==> config.mk <==
export PLATFORM = sky130hd
export DESIGN_NAME = com_responder
export DESIGN_NICKNAME = d
export VERILOG_FILES = /design/src/rtl/com_pkg.sv /design/src/rtl/word_serializer.sv /design/src/rtl/com_responder.sv
export SDC_FILE = /design/constraint.sdc
export NUM_CORES = 1
export LEC_CHECK = 0
export BUFFER_PORTS_ARGS = -buffer_cell sky130_fd_sc_hd__buf_2
export CAP_MARGIN = 20
export CORE_ASPECT_RATIO = 1.4
export CORE_MARGIN = 8
export CORE_UTILIZATION = 58
export CTS_CLUSTER_DIAMETER = 200
export CTS_CLUSTER_SIZE = 20
export DETAILED_ROUTE_END_ITERATION = 10
export GPL_ROUTABILITY_DRIVEN = 0
export PLACE_DENSITY_LB_ADDON = 0.05
export SLEW_MARGIN = 20
export SYNTH_ARGS = -nofsm -noshare
export SYNTH_HDL_FRONTEND = slang
export SYNTH_SLANG_ARGS = --single-unit
==> constraint.sdc <==
create_clock -name clk -period 5.11 [get_ports clk]
set_input_delay 0 -clock clk [delete_from_list [all_inputs] [get_ports clk]]
set_output_delay 0 -clock clk [all_outputs]
set_load 0.01 [all_outputs]
==> src/rtl/com_pkg.sv <==
// Shared types and defaults for the COM responder.
// Holds the FSM state encoding and word/byte sizing constants.
package com_pkg;

  localparam int ADDR_W_DEF     = 18;
  localparam int DATA_W_DEF     = 32;
  localparam int BYTE_W         = 8;
  localparam int BYTES_PER_WORD = DATA_W_DEF / BYTE_W;

  typedef enum logic [2:0] {
    S_IDLE,
    S_READ,
    S_WAIT,
    S_SEND,
    S_ACK,
    S_DONE
  } state_t;

endpackage

==> src/rtl/word_serializer.sv <==
// Word-to-byte serializer: loads one memory word, shifts it out MSB first.
// last flags the final byte of the word.
module word_serializer
  import com_pkg::*;
#(
  parameter int DATA_W = DATA_W_DEF
) (
  input  logic              clk,
  input  logic              reset,
  input  logic              load,
  input  logic [DATA_W-1:0] din,
  input  logic              shift,
  output logic [7:0]        dout,
  output logic              last
);

  localparam int NB = DATA_W / BYTE_W;
  localparam int IW = (NB > 1) ? $clog2(NB) : 1;

  logic [DATA_W-1:0] sr;
  logic [IW-1:0]     idx;

  always_ff @(posedge clk or negedge reset) begin
    if (!reset) begin
      sr  <= '0;
      idx <= '0;
    end else if (load) begin
      sr  <= din;
      idx <= '0;
    end else if (shift) begin
      sr  <= sr << BYTE_W;
      idx <= idx + IW'(1);
    end
  end

  assign dout = sr[DATA_W-1 -: BYTE_W];
  assign last = (idx == IW'(NB - 1));

endmodule

==> src/rtl/com_responder.sv <==
// COM responder: streams a block of data-memory words to the host
// interpreter byte by byte, then waits for the host to acknowledge.
module com_responder
  import com_pkg::*;
#(
  parameter int ADDR_W = ADDR_W_DEF,
  parameter int DATA_W = DATA_W_DEF
) (
  input  logic              clk,
  input  logic              reset,
  input  logic              com_start,
  input  logic [ADDR_W-1:0] base_addr,
  input  logic [ADDR_W-1:0] word_count,
  output logic              mem_rd_en,
  output logic [ADDR_W-1:0] mem_addr,
  input  logic [DATA_W-1:0] mem_rdata,
  output logic [7:0]        tx_data,
  output logic              tx_valid,
  input  logic              tx_ready,
  input  logic              host_ack,
  output logic              busy,
  output logic              com_done
);

  state_t            state;
  logic [ADDR_W-1:0] cnt;
  logic              xfer;
  logic              ser_last;
  logic              ser_load;
  logic              ser_shift;

  assign xfer      = tx_valid & tx_ready;
  assign ser_load  = (state == S_WAIT);
  assign ser_shift = (state == S_SEND) & xfer;

  word_serializer #(
    .DATA_W(DATA_W)
  ) u_ser (
    .clk  (clk),
    .reset(reset),
    .load (ser_load),
    .din  (mem_rdata),
    .shift(ser_shift),
    .dout (tx_data),
    .last (ser_last)
  );

  always_ff @(posedge clk or negedge reset) begin
    if (!reset) begin
      state     <= S_IDLE;
      cnt       <= '0;
      mem_addr  <= '0;
      mem_rd_en <= 1'b0;
      tx_valid  <= 1'b0;
      busy      <= 1'b0;
      com_done  <= 1'b0;
    end else begin
      unique case (state)
        S_IDLE: begin
          if (com_start) begin
            mem_addr <= base_addr;
            cnt      <= word_count;
            busy     <= 1'b1;
            if (word_count == '0) begin
              state <= S_ACK;
            end else begin
              state     <= S_READ;
              mem_rd_en <= 1'b1;
            end
          end
        end
        S_READ: begin
          mem_rd_en <= 1'b0;
          state     <= S_WAIT;
        end
        S_WAIT: begin
          tx_valid <= 1'b1;
          state    <= S_SEND;
        end
        S_SEND: begin
          // Address wraps naturally at ADDR_W bits
          if (xfer && ser_last) begin
            tx_valid <= 1'b0;
            mem_addr <= mem_addr + ADDR_W'(4);
            cnt      <= cnt - ADDR_W'(1);
            if (cnt == ADDR_W'(1)) begin
              state <= S_ACK;
            end else begin
              state     <= S_READ;
              mem_rd_en <= 1'b1;
            end
          end
        end
        S_ACK: begin
          if (host_ack) begin
            com_done <= 1'b1;
            busy     <= 1'b0;
            state    <= S_DONE;
          end
        end
        S_DONE: begin
          com_done <= 1'b0;
          state    <= S_IDLE;
        end
        default: state <= S_IDLE;
      endcase
    end
  end

endmodule

==> run metrics <==
status complete, no violations; Worst VDD drop 0.000294 V; Max FO, Critical Path 33; Placed Cells 656; static leakage 2.48 nW; Pre-antenna DRT Iters 5; largest net degree at the start of global routing 78; Least-Margin Pin Slew 0.968 ns; Max-cap violations 0; Syn Area/Cell 8.30 sq um; Tot GR Track Use 26.5%; Post-synth ARST share 100%; Post-DP Area 0.00460 sq mm; I/O pin count 103; Layout area overhead 33.9%; sw frac 41.9%; Synth cell types 43; final setup vio count 0; Reg clk slew, reported paths 0.08 ns; Post-synth EDFFs 0; crit path DAT 2.74 ns; HPWL after DPL 7900 um; setup repair after global routing missed its margin no; Logic pwr share 40.6%; clock tree buffer depth 2; syn_nets 572; Slew HR 35.5%; fin. max-slew vios 0; Skew-Pair Late Insertion Delay 0.37 ns; initial antenna violation count 0; Ant. Diodes 0; grt total ovfl 0; number of buffers created by CTS 9; crit path capture type flip-flop; Starting Density 59.2%; clock group share of total power 18.0%; post-route ant nets 0; Routed WL per cell 17.1 um; Synth area leaders dfrtp_1 47%, nand2_1 8.8%, a21oi_1 5.0%, nor2_1 4.2%, nand3_1 4.0%; Ys Warns 0; slowest cell on the critical path and3_1; FF+latch count, synth 77; hold-fix buffer count after cts 68; residual DRC count 0; sequential element share of the synthesized area 46.9%; # nets final 717; die span in y 116 um; Port Buffer Count 102; crit-path cells and3b_2 > and3_1 > nand2_1 > a31oi_1; cell accounting for the most synthesized area dfrtp_1; Tightest Hold Check Type primary input to flip-flop; internal power 1.59 mW; Routed WL 12600 um; Die Wd 87.1 um; Core ar. 0.00694 sq mm; P per Cell Area 498 mW/mm^2; share of cells above drive strength 1 20.8%; root buffer cell clkbuf_8; # rows 36; routed vias 4368; post-route setup TNS 0 ns; post-synth top area share 46.9%; Tcrit/Tclk final 48.3%; PostCTS Resize Cnt 0; Worst Path Required 5.38 ns; Synth Flop Type dfrtp_1; drt via density 5.90; CTS tree built; fmax 0.406 GHz; non-filler cells, final 740; post-route minimum period 2.47 ns; H-Tree Depth 3; Post-CTS Setup Bufs 0; drt initial violations 383; crit start category flip-flop; Final Skew 0.0112 ns; post-synthesis cell area 0.00411 sq mm; Final Cell Area 0.00550 sq mm; Reg power frac 41.5%; hold_ws 0.0173 ns; DIE AREA 0.0101 sq mm; max incr delay on CP 0.83 ns; first-pass GRT wire length 20900 um; Net Sw Power 1.15 mW; number of global-route vias before repair 4328; clock sinks 77; kind of critical path flip-flop to flip-flop; Final Hold Viols 0; Synth Instances 495
[state kept, by name, summed over array words and instances, names as in the netlist]
name and flops:
tx_valid 1, com_done 1, mem_addr 18, cnt 18, u_ser.sr 32, mem_rd_en 1, u_ser.idx 2, busy 1
state 3
[metrics by stage]
stage                     power [mW]  setup WS (ns)  util (%)
after CTS                       2.72           2.69      79.1
after global placement          2.14           2.78      66.3
after global routing            2.94           2.38      79.3
final                           2.74           2.64      79.3
after floorplan                 1.88           3.06         -
after detailed placement        2.18           2.69      66.3
[power by group through the flow]
stage | sequential, mW | combinational [mW] | clock [mW]
after floorplan | 1.10 | 0.780 | 0
after global placement | 1.12 | 1.02 | 0
after detailed placement | 1.13 | 1.05 | 0
after CTS | 1.12 | 1.10 | 0.498
after global routing | 1.17 | 1.25 | 0.524
final | 1.14 | 1.11 | 0.493
[Yosys cell counts (2+ instances only)]
| library cell | number |
|---|---|
| and4_1 | 3 |
| nor3_1 | 15 |
| a2bb2oi_1 | 7 |
| and3_1 | 6 |
| o22ai_1 | 21 |
| a22oi_1 | 8 |
| buf_4 | 8 |
| dfrtp_1 | 77 |
| a21oi_1 | 41 |
| nand4_1 | 5 |
| a31oi_1 | 19 |
| nand3b_1 | 2 |
| nor4_1 | 6 |
| nand3_1 | 33 |
| a311oi_1 | 2 |
| or3_1 | 6 |
| buf_2 | 7 |
| inv_1 | 8 |
| ha_1 | 4 |
| or4_1 | 7 |
| nand2_1 | 96 |
| nor2_1 | 46 |
| o32ai_1 | 2 |
| clkbuf_1 | 25 |
| o21ai_0 | 23 |
[worst paths after layout]
| kind | slack [ns] | startpoint | depth (start not counted) | end |
|---|---|---|---|---|
| min in group asynchronous | 0.32 | reset | 2 | cnt[1] |
| hold / removal | 0.02 | base_addr[9] | 3 | mem_addr[9] |
| setup reg to reg | 2.64 | state[2] | 4 | u_ser.sr[29] |
| hold reg to reg | 0.50 | mem_addr[1] | 2 | mem_addr[1] |
| setup / recovery | 2.64 | state[2] | 4 | u_ser.sr[29] |
| max in group asynchronous | 4.15 | reset | 2 | u_ser.sr[28] |
[layout make-up]
| cell class | instances | area, sq um |
|---|---|---|
| timing repair buffer | 175 | 1230 |
| fill | 484 | 1440 |
| clock buffer | 13 | 169 |
| tap | 95 | 119 |
| inverter | 8 | 30.0 |
| sequential | 77 | 1930 |
| clock inverter | 3 | 42.5 |
| multi-input combinational | 369 | 1980 |
[critical path, delay by kind of cell (launching register included)]
| family | cells | cell delay, ns |
|---|---|---|
| flops | 1 | 0.52 |
| compound gates | 1 | 0.22 |
| simple gates | 3 | 1.63 |
[cells in the final DEF (no fill, tap or decap), drive strengths merged]
cell,synthesis,final
buf,16,107
bufinv,0,1
dlygate4sd3,0,68
nor4,7,7
or4,8,8
a31oi,19,19
a22o,1,1
or3,7,7
dfrtp,77,77
nand2,96,96
o22ai,21,21
and3b,1,1
a2bb2oi,7,7
a211o,1,1
o221a,1,1
o32ai,2,2
nor4b,2,2
and3,6,6
ha,4,4
o21ai,24,24
o41ai,1,1
nand4,5,5
a22oi,8,8
a311oi,2,2
nor3,16,16
a21oi,42,42
nand3b,2,2
clkinvlp,0,1
o22a,1,1
nor2,46,46
and4,3,3
inv,8,8
clkinv,0,1
or3b,1,1
clkbuf,25,13
o211ai,1,1
nand3,33,33
o21a,1,1
[kinds of logic (layout without fill, tap and decap cells)]
group,Yosys count,count (layout),synth area share [%]
and+or+nand+nor,233,233,26.8
AOI/OAI and AO/OA,132,132,19.7
DFF,77,77,46.9
buffers and inverters,49,199,5.42
adders and majority gates,4,4,1.22
[metal layers]
layer	wire, um	track usage (%)	vias up
met5	0	0	-
met4	450	14.9	0
met3	786	5.68	33
met2	6550	45.6	196
met1	4850	29.6	2071
li1	-	-	2068
Note: power is estimated with default switching activity, not from simulation.
